**config.mk**
```make
export PLATFORM = sky130hd
export DESIGN_NAME = pipe_dmem_arbiter
export DESIGN_NICKNAME = d
export VERILOG_FILES = /design/src/rtl/pipe_dmem_arbiter.sv
export SDC_FILE = /design/constraint.sdc
export NUM_CORES = 1
export LEC_CHECK = 0
export CAP_MARGIN = 20
export CORE_AREA = 2 2 116 118
export DETAILED_ROUTE_END_ITERATION = 10
export DIE_AREA = 0 0 118 120
export GPL_TIMING_DRIVEN = 0
export SYNTH_ARGS = -nofsm -noshare
export SYNTH_HDL_FRONTEND = slang
export SYNTH_SLANG_ARGS = --single-unit
```
**constraint.sdc**
```tcl
create_clock -name i_clock -period 2.92 [get_ports i_clock]
set_input_delay 0.584 -clock i_clock [delete_from_list [all_inputs] [get_ports i_clock]]
set_output_delay 0.584 -clock i_clock [all_outputs]
set_load 0.05 [all_outputs]
```
**src/rtl/pipe_dmem_arbiter.sv**
```systemverilog
// pipe_dmem_arbiter: shares the data-memory port between the CPU MEM stage and a DMA master.
// The CPU has priority; a run counter bounds how long a pending DMA can be starved.
module pipe_dmem_arbiter #(
  parameter int MAX_CPU_RUN = 4
) (
  input  logic        i_clock,
  input  logic        i_resetn,
  input  logic        i_cpu_req,
  input  logic        i_cpu_we,
  input  logic [31:0] i_cpu_addr,
  input  logic [31:0] i_cpu_wdata,
  output logic [31:0] o_cpu_rdata,
  output logic        o_cpu_stall,
  input  logic        i_dma_req,
  input  logic        i_dma_we,
  input  logic [31:0] i_dma_addr,
  input  logic [31:0] i_dma_wdata,
  output logic [31:0] o_dma_rdata,
  output logic        o_dma_ack,
  output logic        o_dma_err,
  output logic [31:0] o_mem_addr,
  output logic [31:0] o_mem_datain,
  output logic        o_mem_we,
  input  logic [31:0] i_mem_dataout
);
  typedef enum logic {S_CPU, S_DMA} state_t;
  localparam logic [3:0] MAX_RUN = 4'(MAX_CPU_RUN);
  state_t      r_state, w_state_nxt;
  logic [3:0]  r_run_cnt, w_run_cnt_nxt;
  logic [31:0] r_dma_rdata;
  logic        r_dma_err;
  logic        w_dma_go;
  logic        w_io;
  assign o_dma_ack   = (r_state == S_DMA);
  assign o_dma_err   = r_dma_err;
  assign o_dma_rdata = r_dma_rdata;
  assign o_cpu_rdata = i_mem_dataout;
  assign w_io        = (i_dma_addr[31:8] == 24'hffffff);
  assign w_dma_go    = i_dma_req & ~o_dma_ack & (~i_cpu_req | (r_run_cnt == MAX_RUN));
  always_comb begin
    w_state_nxt   = S_CPU;
    w_run_cnt_nxt = r_run_cnt;
    o_mem_addr    = i_cpu_addr;
    o_mem_datain  = i_cpu_wdata;
    o_mem_we      = i_cpu_we & i_cpu_req;
    o_cpu_stall   = 1'b0;
    w_state_nxt   = (r_state == S_CPU && w_dma_go) ? S_DMA : S_CPU;
    // Counter only advances while a DMA is waiting and the CPU keeps taking the port
    w_run_cnt_nxt = (w_dma_go | ~i_dma_req) ? 4'd0 :
                    (i_cpu_req & ~o_dma_ack & (r_run_cnt != MAX_RUN)) ? r_run_cnt + 4'd1 :
                    r_run_cnt;
    if (w_dma_go) begin
      o_mem_addr   = i_dma_addr;
      o_mem_datain = i_dma_wdata;
      o_mem_we     = i_dma_we & ~w_io;
      o_cpu_stall  = i_cpu_req;
    end
  end
  always_ff @(posedge i_clock) begin
    if (!i_resetn) begin
      r_state     <= S_CPU;
      r_run_cnt   <= 4'd0;
      r_dma_err   <= 1'b0;
      r_dma_rdata <= 32'd0;
    end else begin
      r_state   <= w_state_nxt;
      r_run_cnt <= w_run_cnt_nxt;
      r_dma_err <= w_dma_go & w_io;
      if (w_dma_go & ~w_io & ~i_dma_we) r_dma_rdata <= i_mem_dataout;
    end
  end
endmodule

```
==> results of run 1 <==
## per-stage QoR
stage | TNS [ns] | std cells
after global placement | -42.64 | 756
after CTS | -0.0639 | 765
after floorplan | 0 | 283
after global routing | 0 | 767
after detailed placement | -43.60 | 756
final | 0 | 767
## sequential cells by signal, summed over array words and instances (netlist names)
register     count
r_run_cnt        4
o_dma_err        1
o_dma_ack        1
o_dma_rdata     32
## worst register-to-register path, stage by stage, from the launching register on
cell      delay (ns)
dfxtp_1         0.33
inv_2           0.07
ha_1            0.14
nand3b_1        0.16
a211o_4         0.40
buf_4           0.15
a211oi_4        0.38
buf_6           0.25
mux2i_1         0.22
## power by group
group,internal [mW],leakage (nW),total [mW],switching (mW)
registers,0.535,0.308,0.544,0.00910
logic,0.447,1.95,1.03,0.585
clock network,0.338,0.0729,0.544,0.206
## cell families (layout without fill, tap and decap cells)
group	count (synthesis)	after routing	share of synthesized area
AO/OA/AOI/OAI	6	6	0.0209
XOR/XNOR	2	2	0.00666
adder cells (fa/ha/maj)	2	2	0.00951
buffers and inverters	52	359	0.134
flip-flops	38	38	0.289
multiplexers	97	97	0.400
other	0	1	0
AND/OR/NAND/NOR	86	86	0.140
## layer usage
metal	GRT usage	share of wire
met2	0.313	0.54
met4	0.0557	0.018
met3	0.0461	0.076
met5	0	0.0011
met1	0.169	0.37
## final cells by class
class | count | area [um2] | share of cell area
Timing Repair Buffer | 299 | 2750 | 0.474
Clock buffer | 6 | 139 | 0.0240
Sequential cell | 38 | 761 | 0.131
Clock inverter | 2 | 12.5 | 0.00216
Buffer | 49 | 360 | 0.0622
Antenna cell | 1 | 2.50 | 0.000432
Inverter | 3 | 11.3 | 0.00194
Multi-Input combinational cell | 193 | 1540 | 0.266
Tap cell | 176 | 220 | 0.0380
## placed cells by master (no fill, tap or decap), drive strengths merged
| cell | instances |
|---|---|
| clkdlybuf4s50 | 229 |
| buf | 101 |
| nand2 | 65 |
| mux2 | 64 |
| dfxtp | 38 |
| mux2i | 33 |
| clkbuf | 15 |
| nand4 | 6 |
| clkdlybuf4s15 | 6 |
| nor2 | 4 |
| inv | 3 |
| nand3b | 2 |
| and2 | 2 |
| nand3 | 2 |
| ha | 2 |
| dlymetal6s2s | 2 |
| a211oi | 2 |
| diode | 1 |
| a211o | 1 |
| nor4 | 1 |
| and3 | 1 |
| a31o | 1 |
| nand4b | 1 |
| xor2 | 1 |
| xnor2 | 1 |
| o21ai | 1 |
| or3 | 1 |
| a21oi | 1 |
| nor2b | 1 |
| clkinvlp | 1 |
| clkinv | 1 |
| dlygate4sd2 | 1 |
## worst max path at each step
stage                                    from                to  slack (ns)  cells past startpoint
floorplan           r_run_cnt[0]$_SDFFE_PP0P_  o_mem_datain[11]        0.52                      7
global placement                    i_cpu_req  o_mem_datain[19]       -0.78                      6
detailed placement                  i_cpu_req  o_mem_datain[17]       -0.80                      6
CTS                                 i_cpu_req     o_mem_addr[1]       -0.02                      5
global route        r_run_cnt[0]$_SDFFE_PP0P_    o_mem_addr[31]       0.005                      7
finish                          i_dma_addr[8]          o_mem_we        0.11                      6
## repair_timing
action                                  CTS  global route
gates resized for setup                 302            43
pin swaps                                 1             2
endpoints found under the setup margin   66            64
buffers inserted                          1             0
cloned                                    0             1
==> out/results.ini, run 1 <==
[sta]
setup_slack_ns=0.114
slew_violations=0
hold_ws_ns=0.455
finClkSkew_ns=0.00469
min_period_ns=2.81
max_freq_ghz=0.356
tightest_slew_ns=0.577
rsz0062_at_grt=no
period_share=0.961
setup_violations=0
hold_violations=0
slew_headroom=0.617

[logic_synthesis]
syn_area_mm2=0.00263
yosysTopAreaCell=dfxtp_1
synthTopCellsByCount=nand2_1, mux2_2, dfxtp_1
postSynthCellCount=283
avgSynthCellArea_um2=9.29
synth_warnings=0
ys_types=29
yosysSeqAreaShare=0.289
synth_nets=451
async_flop_share=0
ys.flop_type=dfxtp_1
ys_ff_latch=38
synth_edf_count=0
yosys.cell_count.top_type=nand2_1
yosysTopAreaCellShare=0.289
ys_top_cells_by_area=dfxtp_1, mux2_2, mux2i_1

[floorplanning]
die_x_um=118
ios=298
core_area_mm2=0.0130
initial_core_util=0.203
die_h_um=120
dieArea_mm2=0.0142
rows=42

[setup_path]
cp_cell_sequence=clkdlybuf4s50_1 > nand4_1 > nor4_4 > nand2_1 > a31o_2 > buf_2
cp.required_ns=2.34
critPathArrivalTime_ns=2.22
r2r-start=r_run_cnt[0]$_SDFFE_PP0P_
critPathTopFamily=buffers and inverters
cp-end-kind=output pin
critPathSlowestCell=clkdlybuf4s50_1
ff2ff_path_depth=8
r2r-end=o_dma_rdata[13]$_SDFFE_PN0P_
r2r_slack_ns=0.76
critPathBufInv=2
critPathKind=input pin to output pin
worst_setup_path_start_kind=input pin
crit_path_max_fanout=2
slowest_delay_ns=0.48

[clock_network]
cts.sinks=38
cts_root_buffer=clkbuf_16
clk_pin_slew_ns=0.06
insertion_delay_ns=0.28
tritoncts.num_buffers=5
htreeDepth=2
cts_buffer_depth=2
cts_tree=done
hold_buffers=0

[placed_design]
routabilityCongestion=0.866
place_area_mm2=0.00582
place_ws_ns=-0.801
dp_hpwl_um=10300
port_buffers=297

[route]
routedWlPerCell_um=15.6
ant_nets=0
viasPerCell=4.15
firstDrtPassIters=5
via_count=3181
drt-initial-drc-count=112
drc=0
routed_wl_um=12000

[global_routing]
grt_pass1_vias=3494
antenna_found_initial=2
grt_pass1_wl_um=18300
grt_max_degree=13
grt_usage=0.163
overflow=0

[layout]
area_growth_pct=120
drive_above_1_share=0.315
n_fill_cell=1312
nNetsFinal=757
fin_util=0.446
final_area_mm2=0.00579

[pwr]
power_per_cell_area_mw_per_mm2=366
power.total_mw=2.12
ir_drop_mv=0.169
p_leak_nw=2.33

[min_path]
hp-start=o_dma_rdata[28]$_SDFFE_PN0P_
hold_class=flip-flop to flip-flop
holdPathStages=2
hold_end=o_dma_rdata[28]$_SDFFE_PN0P_

[run]
maxCapViolCount=0

[status]
outcome=finished clean

(Power assumes the default switching activity.)
==> run 2, diff against run 1 <==
==> constraint.sdc (replaced) <==
create_clock -name i_clock -period 2.8 [get_ports i_clock]
set_input_delay 0.56 -clock i_clock [delete_from_list [all_inputs] [get_ports i_clock]]
set_output_delay 0.56 -clock i_clock [all_outputs]
set_load 0.05 [all_outputs]
==> run 2 against run 1 <==
  * Utilization up 0.42 points
  * Global-route usage is the same
  * Sequential share of layout area down 0.10 points
  * Critical endpoint unchanged
  * Die area is the same
  * Cell count rose by 0.26%
  * Via count fell by 0.38%
  * Count of clock-buffer cells in the layout unchanged
  * Setup slack worse by 0.019 ns
  * Register-to-register slack got worse by 0.06 ns
  * Highest routed layer unchanged
==> out/results.ini, run 2 (same netlist as run 1, synthesis figures left out) <==
[setup_path]
r2r_slack_ns=0.70  ; was 0.76 ns
slowest_delay_ns=0.50  ; was 0.48 ns
r2r-end=o_dma_rdata[13]$_SDFFE_PN0P_  ; unchanged
critPathKind=input pin to output pin  ; unchanged
crit_cells=6  ; unchanged
critPathSlowestCell=clkdlybuf4s50_1  ; unchanged
cp-end-kind=output pin  ; unchanged
worstSetupStartpoint=i_dma_addr[16]  ; was i_dma_addr[8]
crit_path_max_fanout=2  ; unchanged
worst_setup_path_start_kind=input pin  ; unchanged
critPathBufInv=2  ; unchanged
cp_cell_sequence=clkdlybuf4s50_1 > nand4_1 > nor4_4 > nand2_1 > a31o_2 > buf_6  ; was clkdlybuf4s50_1 > nand4_1 > nor4_4 > nand2_1 > a31o_2 > buf_2
critPathTopFamily=simple AND/OR/NAND/NOR gates  ; was buffers and inverters
critPathArrivalTime_ns=2.14  ; was 2.22 ns
cp.required_ns=2.24  ; was 2.34 ns
timing.critical_path.to=o_mem_we  ; unchanged
r2r-start=r_run_cnt[0]$_SDFFE_PP0P_  ; unchanged
ff2ff_path_depth=8  ; unchanged

[min_path]
hold_class=flip-flop to flip-flop  ; unchanged
hp-start=o_dma_rdata[28]$_SDFFE_PN0P_  ; unchanged

[layout]
final_area_mm2=0.00585  ; was 0.00579 mm2
largest_register_ff_count=32  ; unchanged
area_growth_pct=122  ; was 120%
drive_above_1_share=0.321  ; was 0.315
nNetsFinal=759  ; was 757
final_cell_mix=clkdlybuf4s50_1, nand2_1, mux2_2, buf_4, dfxtp_1  ; was clkdlybuf4s50_1, nand2_1, mux2_2, buf_4, buf_2
fin_util=0.450  ; was 0.446
mostFrequentLayoutCell=clkdlybuf4s50_1  ; unchanged
stdcell_count=769  ; was 767

[sta]
setup_violations=0  ; unchanged
rsz0062_at_grt=no  ; unchanged
slew_violations=0  ; unchanged
slew_headroom=0.640  ; was 0.617
tightest_slew_ns=0.538  ; was 0.577 ns
min_period_ns=2.70
fin_tns_setup_ns=0  ; unchanged
period_share=0.966
max_freq_ghz=0.370
hold_violations=0  ; unchanged
finClkSkew_ns=0.00433  ; was 0.00469 ns

[clock_network]
clk_pin_slew_ns=0.05  ; was 0.06 ns
insertion_delay_ns=0.28  ; about the same
htreeDepth=2  ; unchanged
cts_root_buffer=clkbuf_16  ; unchanged
cts_tree=done  ; unchanged
cts_buffer_depth=2  ; unchanged
hold_buffers=0  ; unchanged
tritoncts.num_buffers=5  ; unchanged
cts.sinks=38  ; unchanged

[floorplanning]
initial_core_util=0.203  ; unchanged
die_x_um=118  ; unchanged
ios=298  ; unchanged
dieArea_mm2=0.0142  ; unchanged
core_area_mm2=0.0130  ; unchanged
rows=42  ; unchanged
die_h_um=120  ; unchanged

[route]
drt-initial-drc-count=95  ; was 112
viasPerCell=4.12  ; was 4.15
drc=0  ; unchanged
via_count=3169  ; was 3,181
ant_nets=0  ; unchanged
firstDrtPassIters=5  ; unchanged
routedWlPerCell_um=15.5  ; was 15.6 um
routed_wl_um=11900  ; was 12,000 um

[pwr]
power.total_mw=2.22  ; was 2.12 mW
p_leak_nw=2.35  ; was 2.33 nW
ir_drop_mv=0.177  ; was 0.169 mV
power_per_cell_area_mw_per_mm2=381  ; was 366 mW/mm2

[global_routing]
grt_max_degree=13  ; unchanged
grt_usage=0.163  ; unchanged
overflow=0  ; unchanged
antenna_found_initial=2  ; unchanged
grt_pass1_vias=3473  ; was 3,494
grt_pass1_wl_um=18300  ; about the same

[status]
outcome=finished clean  ; unchanged

[placed_design]
place_inst=756  ; unchanged
dp_hpwl_um=10300  ; unchanged
port_buffers=297  ; unchanged
place_area_mm2=0.00582  ; unchanged
routabilityCongestion=0.866  ; unchanged

[run]
maxCapViolCount=0  ; unchanged

-- run 2: tightest hold or removal path, stage by stage (launching register included) --
cell	delay, ns
dfxtp_1	0.30
nand2_1	0.05
mux2i_1	0.05
-- run 2: stage by stage --
stage	setup slack, ns	hold WS [ns]
finish	0.0951	0.455
global route	0.00407	0.474
CTS	0.00313	0.459
detailed placement	-0.873	0.449
global placement	-0.849	0.443
floorplan	0.419	0.453
-- run 2: routing by layer --
metal  routed length [um]  vias to the layer above  GRT usage
met5                   13                        -          0
met2                 6450                      159      0.317
met1                 4390                     1436      0.167
met3                  938                       12     0.0480
li1                     -                     1560          -
met4                  162                        2     0.0505
-- run 2: worst min-delay path by stage --
stage	to	cells past startpoint
2_1_floorplan	r_run_cnt[3]$_SDFFE_PP0P_	2
3_3_place_gp	o_dma_rdata[3]$_SDFFE_PN0P_	2
3_5_place_dp	o_dma_rdata[6]$_SDFFE_PN0P_	2
4_1_cts	o_dma_rdata[6]$_SDFFE_PN0P_	2
5_1_grt	o_dma_rdata[11]$_SDFFE_PN0P_	2
6_report	o_dma_rdata[28]$_SDFFE_PN0P_	2
-- run 2: layout make-up --
| cell class | instances | area [um2] |
|---|---|---|
| Clock inverter | 2 | 12.5 |
| Timing Repair Buffer | 301 | 2790 |
| Buffer | 49 | 369 |
| Antenna cell | 1 | 2.50 |
| Sequential cell | 38 | 762 |
| Tap cell | 176 | 220 |
| Inverter | 3 | 11.3 |
| Fill cell | 1307 | 7130 |
| Multi-Input combinational cell | 193 | 1540 |
| Clock buffer | 6 | 139 |
-- run 2: timing repair --
item | in CTS | in global routing
pin swaps | 2 | 2
setup endpoints to repair | 66 | 66
buffers inserted | 1 | 2
cloned | 1 | 0
gates resized for setup | 314 | 92
-- run 2: report_power, final --
group | switching [mW] | leakage [nW] | total, mW | internal (mW)
logic | 0.613 | 1.97 | 1.09 | 0.479
clock network | 0.213 | 0.0729 | 0.565 | 0.352
registers | 0.00956 | 0.309 | 0.568 | 0.558
total | 0.835 | 2.35 | 2.22 | 1.39
==> run 3, diff against run 2 <==
--- a/config.mk
+++ b/config.mk
@@ -10,6 +10,8 @@
 export DETAILED_ROUTE_END_ITERATION = 10
 export DIE_AREA = 0 0 118 120
 export GPL_TIMING_DRIVEN = 0
+export PLACE_DENSITY = 0.7
+export SKIP_CTS_REPAIR_TIMING = 1
 export SYNTH_ARGS = -nofsm -noshare
 export SYNTH_HDL_FRONTEND = slang
 export SYNTH_SLANG_ARGS = --single-unit
==> run 3 against run 2 <==
  * Flip-flop and latch count did not move
  * Routed wire length shrank 3.1%
  * Clock skew fell by 0.0017 ns
  * Fmax is 0.76% lower
  * Largest power group unchanged
==> out/results.ini, run 3 (same netlist as run 1, synthesis figures left out) <==
[pwr]
internal_power_mw=1.40  ; was 1.39 mW
p_leak_nw=2.41  ; was 2.35 nW
p_comb_frac=0.494  ; was 0.491
netSwitchingPower_mw=0.842  ; was 0.835 mW
switching_share=0.375  ; about the same
ir_drop_mv=0.204  ; was 0.177 mV
p_clk_frac=0.253  ; was 0.254
power_per_cell_area_mw_per_mm2=380  ; was 381 mW/mm2
power.total_mw=2.24  ; was 2.22 mW
seqPwrFrac=0.253  ; was 0.255

[global_routing]
grt_max_degree=13  ; unchanged
antenna_found_initial=0  ; was 2
overflow=0  ; unchanged
grt_pass1_wl_um=17300  ; was 18,300 um
grt_pass1_vias=3283  ; was 3,473
grt_usage=0.153  ; was 0.163

[floorplanning]
ios=298  ; unchanged
die_x_um=118  ; unchanged
rows=42  ; unchanged
core_area_mm2=0.0130  ; unchanged
initial_core_util=0.203  ; unchanged
dieArea_mm2=0.0142  ; unchanged
die_h_um=120  ; unchanged

[route]
via_count=3188  ; was 3,169
routedWlPerCell_um=15.1  ; was 15.5 um
drt-initial-drc-count=71  ; was 95
firstDrtPassIters=4  ; was 5
drc=0  ; unchanged
routed_wl_um=11600  ; was 11,900 um
viasPerCell=4.16  ; was 4.12
ant_nets=0  ; unchanged

[sta]
min_period_ns=2.73  ; was 2.70 ns
rsz0062_at_grt=yes  ; was no
setup_violations=0  ; unchanged
hold_ws_ns=0.452  ; was 0.455 ns
tightest_slew_ns=0.535  ; was 0.538 ns
setup_slack_ns=0.0745  ; was 0.0951 ns
max_freq_ghz=0.367  ; was 0.370 GHz
finClkSkew_ns=0.00263  ; was 0.00433 ns
hold_violations=0  ; unchanged
slew_headroom=0.642  ; was 0.640
slew_violations=0  ; unchanged
period_share=0.973  ; was 0.966

[clock_network]
clk_pin_slew_ns=0.06  ; was 0.05 ns
cts_root_buffer=clkbuf_16  ; unchanged
cts_tree=done  ; unchanged
insertion_delay_ns=0.27  ; was 0.28 ns
cts.sinks=38  ; unchanged
tritoncts.num_buffers=5  ; unchanged
cts_buffer_depth=2  ; unchanged
htreeDepth=2  ; unchanged

[placed_design]
port_buffers=297  ; unchanged
dp_hpwl_um=10100  ; was 10,300 um
routabilityCongestion=0.876  ; was 0.866
place_area_mm2=0.00582  ; unchanged
place_ws_ns=-0.888  ; was -0.873 ns

[setup_path]
worst_setup_path_start_kind=flip-flop  ; was input pin
cp_cell_sequence=inv_2 > ha_1 > nand3b_1 > a211o_4 > buf_8 > buf_6 > mux2_2 > buf_2  ; was clkdlybuf4s50_1 > nand4_1 > nor4_4 > nand2_1 > a31o_2 > buf_6
cp.required_ns=2.24  ; about the same
critPathKind=flip-flop to output pin  ; was input pin to output pin
critPathArrivalTime_ns=2.17  ; was 2.14 ns
crit_path_max_fanout=10  ; was 2
critPathTopFamily=buffers and inverters  ; was simple AND/OR/NAND/NOR gates
ff2ff_path_depth=8  ; unchanged
critPathSlowestCell=a211o_4  ; was clkdlybuf4s50_1
crit_cells=8  ; was 6
critPathBufInv=4  ; was 2
cp-end-kind=output pin  ; unchanged
slowest_delay_ns=0.41  ; was 0.50 ns

[layout]
largest_register_ff_count=32  ; unchanged
area_growth_pct=125  ; was 122%
nNetsFinal=758  ; was 759
drive_above_1_share=0.318  ; was 0.321
final_cell_mix=clkdlybuf4s50_1, nand2_1, mux2_2, buf_4, dfxtp_1  ; unchanged
mostFrequentLayoutCell=clkdlybuf4s50_1  ; unchanged
final_area_mm2=0.00591  ; was 0.00585 mm2
diodes=0  ; was 1
fin_util=0.455  ; was 0.450

[status]
outcome=finished clean  ; unchanged

[min_path]
holdPathStages=2  ; unchanged
hold_class=flip-flop to flip-flop  ; unchanged

[run]
maxCapViolCount=0  ; unchanged

[run 3: worst reg2reg max path, cell delays in order (launching register included)]
cell and delay [ns]:
dfxtp_2 0.33, inv_2 0.06, ha_1 0.15, nand3b_1 0.16
a211o_4 0.41, buf_4 0.15, a211oi_4 0.40, buf_6 0.24
mux2i_1 0.21
[run 3: metrics by stage]
| stage | instances | TNS (ns) |
|---|---|---|
| 4_1_cts | 764 | -48.51 |
| 5_1_grt | 767 | -0.0150 |
| 3_5_place_dp | 756 | -48.64 |
| 2_1_floorplan | 283 | 0 |
| 6_report | 767 | 0 |
| 3_3_place_gp | 756 | -46.06 |
[run 3: path summary, 6_finish.rpt]
check        slack, ns                    startpoint                           end
min reg2reg       0.45  o_dma_rdata[15]$_SDFFE_PN0P_  o_dma_rdata[15]$_SDFFE_PN0P_
min               0.45  o_dma_rdata[15]$_SDFFE_PN0P_  o_dma_rdata[15]$_SDFFE_PN0P_
max               0.07     r_run_cnt[0]$_SDFFE_PP0P_              o_mem_datain[19]
max reg2reg       0.62     r_run_cnt[0]$_SDFFE_PP0P_  o_dma_rdata[29]$_SDFFE_PN0P_
[run 3: final cells by class]
cell class / instances / area [um2]
plain buffers: 49 / 367
clock buffers: 6 / 139
clock inverters: 2 / 12.5
fillers: 1295 / 7070
inverters: 3 / 11.3
multi-input cells: 193 / 1540
flip-flops and latches: 38 / 763
well taps: 176 / 220
repair buffers: 300 / 2850
[run 3: power by group through the flow]
stage                     Combinational (mW)  Clock, mW  Sequential (mW)
after global routing                    1.15      0.610            0.570
final                                   1.11      0.567            0.568
after global placement                  1.12          0            0.579
after floorplan                        0.571          0            0.635
after detailed placement                1.13          0            0.580
after CTS                               1.14      0.589            0.568
[run 3: layer usage]
metal / wire length (um) / global-route usage
met5: 0 / 0
met4: 374 / 0.0550
met3: 886 / 0.0385
met2: 6100 / 0.294
met1: 4220 / 0.161
